### src/rtl/ram_loader_if.sv
// Byte-stream input and shared IRAM/DRAM write port of the program loader.
`timescale 1ns/1ps
interface ram_loader_if #(
   parameter int unsigned XLEN = 32
);
   logic [7:0]      rx_data_i;
   logic            rx_valid_i;
   logic            iram_wr_en_o;
   logic            dram_wr_en_o;
   logic [XLEN-1:0] ram_wr_addr_o;
   logic [XLEN-1:0] ram_wr_data_o;
   logic [3:0]      ram_wr_byte_en_o;

   modport master (
      input  rx_data_i, rx_valid_i,
      output iram_wr_en_o, dram_wr_en_o, ram_wr_addr_o, ram_wr_data_o, ram_wr_byte_en_o
   );

   modport slave (
      output rx_data_i, rx_valid_i,
      input  iram_wr_en_o, dram_wr_en_o, ram_wr_addr_o, ram_wr_data_o, ram_wr_byte_en_o
   );
endinterface

### src/rtl/ram_loader.sv
// Program loader: parses HDR/LEN/DATA byte frames into RAM word writes and owns the core reset.
`timescale 1ns/1ps
module ram_loader #(
   parameter int unsigned XLEN           = 32,
   parameter int unsigned IRAM_WORDS     = 4096,
   parameter int unsigned DRAM_WORDS     = 4096,
   parameter int unsigned TIMEOUT_CYCLES = 1000000
) (
   input  logic         clk_i,
   input  logic         rst_n_i,
   ram_loader_if.master bus,
   output logic         cpu_rst_n_o,
   output logic         busy_o,
   output logic         done_o,
   output logic         err_o
);
   localparam int unsigned TW = $clog2(TIMEOUT_CYCLES + 1);

   typedef enum logic [1:0] {ST_IDLE, ST_LEN, ST_DATA} state_t;
   typedef enum logic {TGT_IRAM, TGT_DRAM} target_t;

   state_t          state_q, state_d;
   target_t         target_q, target_d;
   logic [23:0]     shift_q, shift_d;
   logic [1:0]      byte_cnt_q, byte_cnt_d;
   logic [31:0]     len_q, len_d;
   logic [31:0]     idx_q, idx_d;
   logic [TW-1:0]   idle_q, idle_d;
   logic            iram_we_q, iram_we_d;
   logic            dram_we_q, dram_we_d;
   logic [XLEN-1:0] addr_q, addr_d;
   logic [XLEN-1:0] data_q, data_d;
   logic [3:0]      be_q, be_d;
   logic            done_q, done_d;
   logic            err_q, err_d;
   logic            cpu_rst_n_q, cpu_rst_n_d;

   logic [31:0]     word;
   logic [31:0]     depth;

   // Three previously captured bytes plus the incoming one, LSB first.
   assign word  = {bus.rx_data_i, shift_q};
   assign depth = (target_q == TGT_IRAM) ? 32'(IRAM_WORDS) : 32'(DRAM_WORDS);

   always_comb begin
      state_d     = state_q;
      target_d    = target_q;
      shift_d     = shift_q;
      byte_cnt_d  = byte_cnt_q;
      len_d       = len_q;
      idx_d       = idx_q;
      idle_d      = idle_q;
      iram_we_d   = 1'b0;
      dram_we_d   = 1'b0;
      addr_d      = addr_q;
      data_d      = data_q;
      be_d        = 4'h0;
      done_d      = 1'b0;
      err_d       = err_q;
      cpu_rst_n_d = cpu_rst_n_q;

      unique case (state_q)
         ST_IDLE: begin
            if (bus.rx_valid_i) begin
               unique case (bus.rx_data_i)
                  8'h01, 8'h02: begin
                     target_d    = (bus.rx_data_i == 8'h01) ? TGT_IRAM : TGT_DRAM;
                     cpu_rst_n_d = 1'b0;
                     err_d       = 1'b0;
                     byte_cnt_d  = '0;
                     idle_d      = '0;
                     state_d     = ST_LEN;
                  end
                  8'h03:   cpu_rst_n_d = 1'b1;
                  8'h04:   cpu_rst_n_d = 1'b0;
                  default: err_d = 1'b1;
               endcase
            end
         end
         ST_LEN, ST_DATA: begin
            if (bus.rx_valid_i) begin
               idle_d     = '0;
               shift_d    = word[31:8];
               byte_cnt_d = byte_cnt_q + 2'd1;
               if (byte_cnt_q == 2'd3) begin
                  if (state_q == ST_LEN) begin
                     if (word == 32'd0) begin
                        done_d  = 1'b1;
                        state_d = ST_IDLE;
                     end else if (word > depth) begin
                        err_d   = 1'b1;
                        state_d = ST_IDLE;
                     end else begin
                        len_d   = word;
                        idx_d   = '0;
                        state_d = ST_DATA;
                     end
                  end else begin
                     iram_we_d = (target_q == TGT_IRAM);
                     dram_we_d = (target_q == TGT_DRAM);
                     addr_d    = XLEN'({idx_q, 2'b00});
                     data_d    = XLEN'(word);
                     be_d      = 4'hF;
                     idx_d     = idx_q + 32'd1;
                     if (idx_q + 32'd1 == len_q) begin
                        done_d  = 1'b1;
                        state_d = ST_IDLE;
                     end
                  end
               end
            end else if (idle_q == TW'(TIMEOUT_CYCLES - 1)) begin
               err_d      = 1'b1;
               byte_cnt_d = '0;
               state_d    = ST_IDLE;
            end else begin
               idle_d = idle_q + TW'(1);
            end
         end
         default: state_d = ST_IDLE;
      endcase
   end

   always_ff @(posedge clk_i or negedge rst_n_i) begin
      if (!rst_n_i) begin
         state_q     <= ST_IDLE;
         target_q    <= TGT_IRAM;
         shift_q     <= '0;
         byte_cnt_q  <= '0;
         len_q       <= '0;
         idx_q       <= '0;
         idle_q      <= '0;
         iram_we_q   <= 1'b0;
         dram_we_q   <= 1'b0;
         addr_q      <= '0;
         data_q      <= '0;
         be_q        <= '0;
         done_q      <= 1'b0;
         err_q       <= 1'b0;
         cpu_rst_n_q <= 1'b0;
      end else begin
         state_q     <= state_d;
         target_q    <= target_d;
         shift_q     <= shift_d;
         byte_cnt_q  <= byte_cnt_d;
         len_q       <= len_d;
         idx_q       <= idx_d;
         idle_q      <= idle_d;
         iram_we_q   <= iram_we_d;
         dram_we_q   <= dram_we_d;
         addr_q      <= addr_d;
         data_q      <= data_d;
         be_q        <= be_d;
         done_q      <= done_d;
         err_q       <= err_d;
         cpu_rst_n_q <= cpu_rst_n_d;
      end
   end

   assign bus.iram_wr_en_o     = iram_we_q;
   assign bus.dram_wr_en_o     = dram_we_q;
   assign bus.ram_wr_addr_o    = addr_q;
   assign bus.ram_wr_data_o    = data_q;
   assign bus.ram_wr_byte_en_o = be_q;
   assign cpu_rst_n_o          = cpu_rst_n_q;
   assign busy_o               = (state_q != ST_IDLE);
   assign done_o               = done_q;
   assign err_o                = err_q;
endmodule
### src/flat_wrapper.sv
// flat-port wrapper written by rule: the top's interface ports become plain ports
module ram_loader_flat 
#(
   parameter int unsigned XLEN           = 32,
   parameter int unsigned IRAM_WORDS     = 4096,
   parameter int unsigned DRAM_WORDS     = 4096,
   parameter int unsigned TIMEOUT_CYCLES = 1000000
)
  (clk_i, rst_n_i, cpu_rst_n_o, busy_o, done_o, err_o, bus_rx_data_i, bus_rx_valid_i, bus_iram_wr_en_o, bus_dram_wr_en_o, bus_ram_wr_addr_o, bus_ram_wr_data_o, bus_ram_wr_byte_en_o);
  ram_loader_if #(.XLEN(XLEN)) bus_i ();
  input  logic clk_i;
  input  logic rst_n_i;
  output logic cpu_rst_n_o;
  output logic busy_o;
  output logic done_o;
  output logic err_o;
  input wire logic [$bits(bus_i.rx_data_i)-1:0] bus_rx_data_i;
  input wire logic [$bits(bus_i.rx_valid_i)-1:0] bus_rx_valid_i;
  output wire logic [$bits(bus_i.iram_wr_en_o)-1:0] bus_iram_wr_en_o;
  output wire logic [$bits(bus_i.dram_wr_en_o)-1:0] bus_dram_wr_en_o;
  output wire logic [$bits(bus_i.ram_wr_addr_o)-1:0] bus_ram_wr_addr_o;
  output wire logic [$bits(bus_i.ram_wr_data_o)-1:0] bus_ram_wr_data_o;
  output wire logic [$bits(bus_i.ram_wr_byte_en_o)-1:0] bus_ram_wr_byte_en_o;
  assign bus_i.rx_data_i = bus_rx_data_i;
  assign bus_i.rx_valid_i = bus_rx_valid_i;
  assign bus_iram_wr_en_o = bus_i.iram_wr_en_o;
  assign bus_dram_wr_en_o = bus_i.dram_wr_en_o;
  assign bus_ram_wr_addr_o = bus_i.ram_wr_addr_o;
  assign bus_ram_wr_data_o = bus_i.ram_wr_data_o;
  assign bus_ram_wr_byte_en_o = bus_i.ram_wr_byte_en_o;
  ram_loader #(.XLEN(XLEN), .IRAM_WORDS(IRAM_WORDS), .DRAM_WORDS(DRAM_WORDS), .TIMEOUT_CYCLES(TIMEOUT_CYCLES)) u_core (.clk_i(clk_i), .rst_n_i(rst_n_i), .bus(bus_i), .cpu_rst_n_o(cpu_rst_n_o), .busy_o(busy_o), .done_o(done_o), .err_o(err_o));
endmodule
### config.mk
export PLATFORM = sky130hd
export DESIGN_NAME = ram_loader_flat
export DESIGN_NICKNAME = d
export VERILOG_FILES = /design/src/rtl/ram_loader_if.sv /design/src/rtl/ram_loader.sv /design/src/flat_wrapper.sv
export SDC_FILE = /design/constraint.sdc
export NUM_CORES = 1
export LEC_CHECK = 0
export CORE_UTILIZATION = 30
export CTS_BUF_LIST = sky130_fd_sc_hd__clkbuf_8
export DETAILED_ROUTE_END_ITERATION = 8
export PLACE_DENSITY = 0.43
export SYNTH_ARGS = -nofsm -noshare
export SYNTH_HDL_FRONTEND = slang
export SYNTH_SLANG_ARGS = --single-unit
export TNS_END_PERCENT = 50
### constraint.sdc
create_clock -name clk_i -period 5.8 [get_ports clk_i]
set_clock_uncertainty 0.1 [all_clocks]
set_input_delay 1.45 -clock clk_i [delete_from_list [all_inputs] [get_ports clk_i]]
set_output_delay 1.45 -clock clk_i [all_outputs]
set_load 0.05 [all_outputs]
After elaboration in Yosys (flattened, before gate mapping)
Index checks and enable logic that the tools add are counted.
{"block": "totals", "regBits": 184, "latch_bits": 0, "ram_bits": 0, "rom_bits": 0, "in_bits": 11, "output_inout_bits": 74, "word_cells": 114, "n_memories": 0}
{"block": "op_classes", "add_sub_neg": 3, "multipliers": 0, "div_mod_pow": 0, "n_lt_le_gt_ge": 1, "eq_ne": 21, "shifts": 0, "n_mux": 51, "bitwise": 4, "n_reduce_logical": 19}
{"op": "32-bit two-way mux", "n": 3}
{"op": "20-bit two-way mux", "n": 4}
{"op": "20-bit one-hot mux with 2 select lines", "n": 1}
{"op": "32-bit by 1-bit adder with 32-bit output (second input constant)", "n": 1}
{"op": "32-bit == test", "n": 1}
{"op": "32-bit by 13-bit greater-than comparator with 1-bit output (second input constant)", "n": 1}
{"op": "32-bit logical NOT", "n": 1}
{"op": "2-bit two-way mux", "n": 12}
{"op": "1-bit two-way mux", "n": 22}
{"op": "20-bit by 1-bit adder with 20-bit output (second input constant)", "n": 1}
{"op": "20-bit == test (second input constant)", "n": 1}
{"op": "8-bit by 2-bit == test with 1-bit output (second input constant)", "n": 2}
{"op": "4-bit two-way mux", "n": 4}
{"op": "3-bit by 2-bit inequality test with 1-bit output (second input constant)", "n": 4}
{"op": "4-bit AND reduction", "n": 3}
{"op": "2-bit inequality test (second input constant)", "n": 5}
{"op": "5-bit AND reduction", "n": 2}
{"op": "8-bit by 1-bit == test with 1-bit output (second input constant)", "n": 1}
{"op": "8-bit by 3-bit == test with 1-bit output (second input constant)", "n": 1}
{"op": "2-bit one-hot mux with 2 select lines", "n": 2}
{"op": "8-bit AND reduction", "n": 1}
{"op": "3-bit inequality test (second input constant)", "n": 2}
{"op": "1-bit one-hot mux with 2 select lines", "n": 3}
{"op": "3-bit AND reduction", "n": 2}
{"op": "11 further kinds", "n": 19}

Longest topological paths before layout
{"block": "logic_depth", "word_depth": 7, "depth_mapped": 11, "depth_no_buf": 10}

Least setup slack after synthesis
No wires, ideal clock.
{"block": "synth_path", "kind": "input port to flip-flop", "startpoint": "input port bus_rx_data_i[4]", "endpoint": "register u_core.len_q[0]", "setup_ps": 125, "arrival_time_ps": 3481, "t_required_ps": 5575, "slack_ps": 2094, "path_stages": 7, "path_buffers": 1, "path_cell_list": "nor4_1 > or3b_1 > nor2_1 > nand3b_1 > nor3_1 > clkbuf_1 > mux2_2"}
{"block": "synth_via", "elab_chain_cells": 3, "elab_cells_between_ends": 5, "classes_between": "1 x order compare; 2 x bitwise; 2 x reduce/logical"}
{"item": "start: declaration", "line_no": "flat_wrapper.sv:17", "rtl": "input wire logic [$bits(bus_i.rx_data_i)-1:0] bus_rx_data_i;"}
{"item": "32-bit by 13-bit greater-than comparator with 1-bit output / 32-bit logical NOT (equally long branches)", "line_no": "ram_loader.sv:90, ram_loader.sv:87"}
{"item": "1-bit NOT (no source line)"}
{"item": "6-bit AND reduction (no source line) *"}
{"item": "end signal: assignment", "line_no": "ram_loader.sv:145", "rtl": "len_q <= len_d;"}
{"item": "end: declaration", "line_no": "ram_loader.sv:26", "rtl": "logic [31:0] len_q, len_d;"}
Mark *: on every way between the ends. The rest lies on a longest branch, timed or not.
A chain may end at the register's enable or synchronous reset.

Worst setup path after layout
{"block": "layout_path", "startpoint": "input port bus_rx_data_i[5]", "endpoint": "register u_core.idx_q[12]"}
{"block": "layout_via", "elab_chain_cells": 3, "elab_cells_between_ends": 5, "classes_between": "1 x order compare; 2 x eq/ne; 2 x reduce/logical"}
{"item": "32-bit by 13-bit greater-than comparator with 1-bit output / 32-bit logical NOT (equally long branches)", "line_no": "ram_loader.sv:90, ram_loader.sv:87"}
{"item": "2-bit inequality test (no source line)"}
{"item": "5-bit AND reduction (no source line) *"}
{"item": "end signal: assignment", "line_no": "ram_loader.sv:146", "rtl": "idx_q <= idx_d;"}
{"item": "end: declaration", "line_no": "ram_loader.sv:27", "rtl": "logic [31:0] idx_q, idx_d;"}
Marked as above.

==> impl_summary.md <==
Clocking
The clock-pin transition on the worst setup and hold timing paths is 0.11 ns. The number of post-CTS setup repair buffers is 0. The post-cts sizing count is 0. TritonCTS built the clock tree.

The total clock sinks is 181. In this run the clock root is driven by a clkbuf_8. The maximum clock path buffer count is 2. The H-tree was split into 4 levels. The total clock buffers created by CTS is 17. For this design, the CTS-stage hold fixing added 0 buffers. For the worst-skew pair, the clock arrives at the later sink with an insertion delay of 0.49 ns.

Pwr
The net load switching power is 1.554 mW. The power per cell area is 361.2 mW/mm^2. In this run the static leakage power is 4.663 nW. Internal power comes to 2.222 mW. IR analysis of the VDD net gives a maximum drop of 0.2266 mV.

Of the total power, combinational logic draws 0.309. The net switching fraction of the power is 0.4115. The share of total power dissipated in the clock network is 0.241. Of the total power, registers draw 0.449.

Floorplanning
The die span in x is 174.7 um. For this configuration, the core starts out at a cell density of 0.3084. The y dimension of the die is 174.7 um.

The floorplan step defined a die boundary enclosing 0.03052 sq mm. 85 I/O pins were placed. The core region is 0.02901 sq mm. The initialized floorplan defines 62 standard-cell rows.

Synthesis
The synthesized design contains 0 enable-type register cells. The area of the mapped netlist is 0.008949 sq mm. The dominant register cell in the synthesized netlist is dfrtp_1.

The fraction of registers with async set/reset is 1.000. Synthesis inferred 181 register bits. The largest area contributor in the netlist is dfrtp_1. The average instance area after synthesis is 9.312 sq um. The warning count from the yosys run is 0.

The number of standard cells after synthesis is 961. Sorting the synthesized cells by area gives the leading types as dfrtp_1 51%, nand2_1 11%, mux2_2 4.8%. The top-area cell type share of the netlist area is 0.5062. The sequential area share after synthesis is 0.5062. The synthesized netlist contains 63 unique library cells.

Drt
In this run, the number of DRC markers left after iteration 0 of detailed routing was 364. In the routed layout, each cell is associated on average with a via count of 4.805. The number of vias in the routed layout is 6737. The DRC violation count after routing is 0. The routed design has 23050 um of wire. The count of antenna-violating nets left after detailed routing is 0.

The pre-antenna-repair detailed-routing pass consisted of 5 iterations. The detail-routed net length per standard cell is 16.44 um.

Critical path
The worst setup path is captured at a register. The type of the setup path with the least slack is in2reg. The worst setup slack for register-to-register paths is 2.15 ns. In this run the worst path has a maximum fanout of 33. Measured in cells, the most critical reg-to-reg path has a length of 9. Data arrives at the worst endpoint at 4.47 ns. The required time at the worst-slack endpoint is 6.10 ns. The worst setup path is launched from an input port. In this run the critical register-to-register path is launched from u_core.idx_q[0]$_DFFE_PN0P_. The endpoint identified for the worst register-to-register timing path is u_core.state_q[0]$_DFFE_PN0P_.

Final layout
The number of nets in the layout is 1022. The post-route non-filler standard cell count is 1402. The count of antenna diodes in the layout is 0. The relative area change from synthesis to final layout is 16.82%. For this run, the share of the core covered by cells in the final layout is 0.3603. In the final layout, the share of cells above drive strength 1 is 0.09430.

Timing
The fmax is 239.4 MHz. The total count of hold-check failures in the final report is 0. Setup repair after global routing left no endpoint under its margin. The setup total negative slack is 0 ns. Counting I/O delays and the setup requirement, the final critical path takes 4.177 ns. The final-report setup violation count is 0. Measured against its own limit, the worst slew margin works out to 0.2398. The worst setup slack after layout is 1.623 ns. The max-slew violation total from the final report is 0. The actual slew at the worst max-slew pin is 1.140 ns. Dividing the final minimum period by the clock period gives 0.7201. The smallest hold slack is 0.3546 ns.

Flow run
The count of maximum capacitance violations is 0.

Hold path
The origin of the worst min-delay path is u_core.target_q$_DFFE_PN0P_. Along the worst hold path, the cell count comes to 1. The worst min-delay path category is reg2reg. The hold-critical path endpoint is u_core.bus.iram_wr_en_o$_DFF_PN0_.

GRT
Entering global routing, the biggest net connects 105 pins. The via count of the first global-routing pass is 6817. The wire length of the first global-routing pass is 38540 um. The initial antenna violation count is 1. For this run the aggregate overflow at the end of global routing stands at 0.

Across every metal layer, demand over resource in global routing totals 0.1592.

Placement
The worst setup slack before clock tree synthesis is 1.123 ns. The count of buffers added on input and output ports is 82. The total instance count after detailed placement is 1370. The final weighted congestion of routability-driven global placement is 0.8014. The estimated wirelength of the detail-placed design is 15430 um.

Outcome
The run finished with clean final reports.
## layout make-up
| class | count | area (sq um) |
|---|---|---|
| Clock inverter | 15 | 193.9 |
| Multi-Input combinational cell | 699 | 4063 |
| Fill cell | 3042 | 18560 |
| Inverter | 17 | 63.81 |
| Sequential cell | 181 | 4529 |
| Timing Repair Buffer | 89 | 889.6 |
| Tap cell | 384 | 480.5 |
| Clock buffer | 17 | 234.0 |
## placed cells by master, fill, tap and decap left out, types with 2 or more instances in the layout
cell type / n
and2_1: 4
clkinv_4: 3
ha_1: 6
nand2b_1: 3
nor4_1: 12
o21a_1: 4
inv_1: 16
clkdlybuf4s50_1: 81
a2111oi_0: 3
a31oi_1: 5
mux2_2: 38
nand3_1: 25
and3_1: 7
a21oi_1: 39
inv_8: 4
or3_1: 4
o21ai_0: 42
clkinv_8: 6
a22o_1: 4
a21o_1: 2
o2111ai_1: 2
or4_1: 5
buf_4: 6
a41oi_1: 2
o31ai_1: 5
nand4_1: 21
nand2_1: 255
dfrtp_1: 181
mux2i_1: 5
nor2_1: 47
xnor2_1: 34
nor3b_1: 2
nand3_2: 2
conb_1: 2
and4_1: 6
xor2_1: 29
nor2b_1: 23
clkbuf_8: 18
nor3_1: 34
## cells by family after synthesis
kind of cell | share of synthesized area
buffers and inverters | 0.04153
adders and majority gates | 0.008389
other | 0.0004191
DFF | 0.5062
muxes | 0.05341
AOI/OAI and AO/OA | 0.08683
xor gates and xnor gates | 0.06166
and+or+nand+nor | 0.2416
## per-stage QoR
step | cell area (sq um) | total power [mW]
2_1_floorplan | 8952 | 2.458
3_3_place_gp | 10030 | 2.908
3_5_place_dp | 10030 | 2.910
4_1_cts | 10450 | 3.848
5_1_grt | 10450 | 4.002
6_report | 10450 | 3.776
## Yosys cell counts, types with 2 or more instances
cell / number
o21ai_0: 42
nand2b_1: 3
o31ai_1: 5
mux2i_1: 5
xnor2_1: 34
o2111ai_1: 2
nor3b_1: 2
inv_1: 16
o21a_1: 4
nor4_1: 12
a41oi_1: 2
mux2_2: 38
buf_2: 18
or3_1: 4
a2111oi_0: 3
nand4_1: 21
nor2_1: 47
nand3_1: 26
a22o_1: 4
xor2_1: 29
nor2b_1: 23
nand2_1: 255
dfrtp_1: 181
a31oi_1: 5
clkbuf_1: 35
and3_1: 7
nor3_1: 35
and2_1: 4
a21oi_1: 39
a21o_1: 3
ha_1: 6
buf_4: 11
or4_1: 5
and4_1: 6
## sequential cells by signal, summed over array words and instances, names as in the netlist, 2 cells and up
signal,count
u_core.bus.ram_wr_addr_o,30
u_core.bus.ram_wr_data_o,32
u_core.byte_cnt_q,2
u_core.idle_q,20
u_core.idx_q,32
u_core.len_q,32
u_core.shift_q,24
u_core.state_q,2
## metal layers
metal,up-vias,GRT usage,wire length (um)
li1,3345,-,-
met1,3275,0.2233,11500
met2,105,0.2508,10510
met3,12,0.03198,857
met4,0,0.03913,181
met5,-,0,0
## worst max-delay path: stages
cell and delay (ns):
clkdlybuf4s50_1 0.45, nor4_1 0.48, or3b_1 0.46, nor2_1 0.24, nand3b_1 0.17, a21o_2 0.44, buf_4 0.33, nor4_1 0.20
a21oi_1 0.06, o21ai_0 0.16
## worst max-delay path by stage
| stage | cells after the start | end | startpoint | slack [ns] |
|---|---|---|---|---|
| floorplan | 7 | u_core.len_q[0]$_DFFE_PN0P_ | bus_rx_data_i[4] | 2.09 |
| global placement | 10 | u_core.idx_q[12]$_DFFE_PN0P_ | bus_rx_data_i[4] | 1.13 |
| detailed placement | 10 | u_core.idx_q[11]$_DFFE_PN0P_ | bus_rx_data_i[5] | 1.12 |
| CTS | 10 | u_core.idx_q[12]$_DFFE_PN0P_ | bus_rx_data_i[5] | 1.61 |
| global route | 10 | u_core.idx_q[12]$_DFFE_PN0P_ | bus_rx_data_i[5] | 1.30 |
| finish | 10 | u_core.idx_q[12]$_DFFE_PN0P_ | bus_rx_data_i[5] | 1.62 |
## power by group through the flow
stage          logic [mW]  registers [mW]  clock network (mW)
2_1_floorplan       0.444            2.01                   0
3_3_place_gp         1.18            1.73                   0
3_5_place_dp         1.18            1.73                   0
4_1_cts              1.19            1.70               0.956
5_1_grt              1.27            1.73                1.00
6_report             1.17            1.70               0.911
No activity file was read; power rests on OpenSTA's default activity.
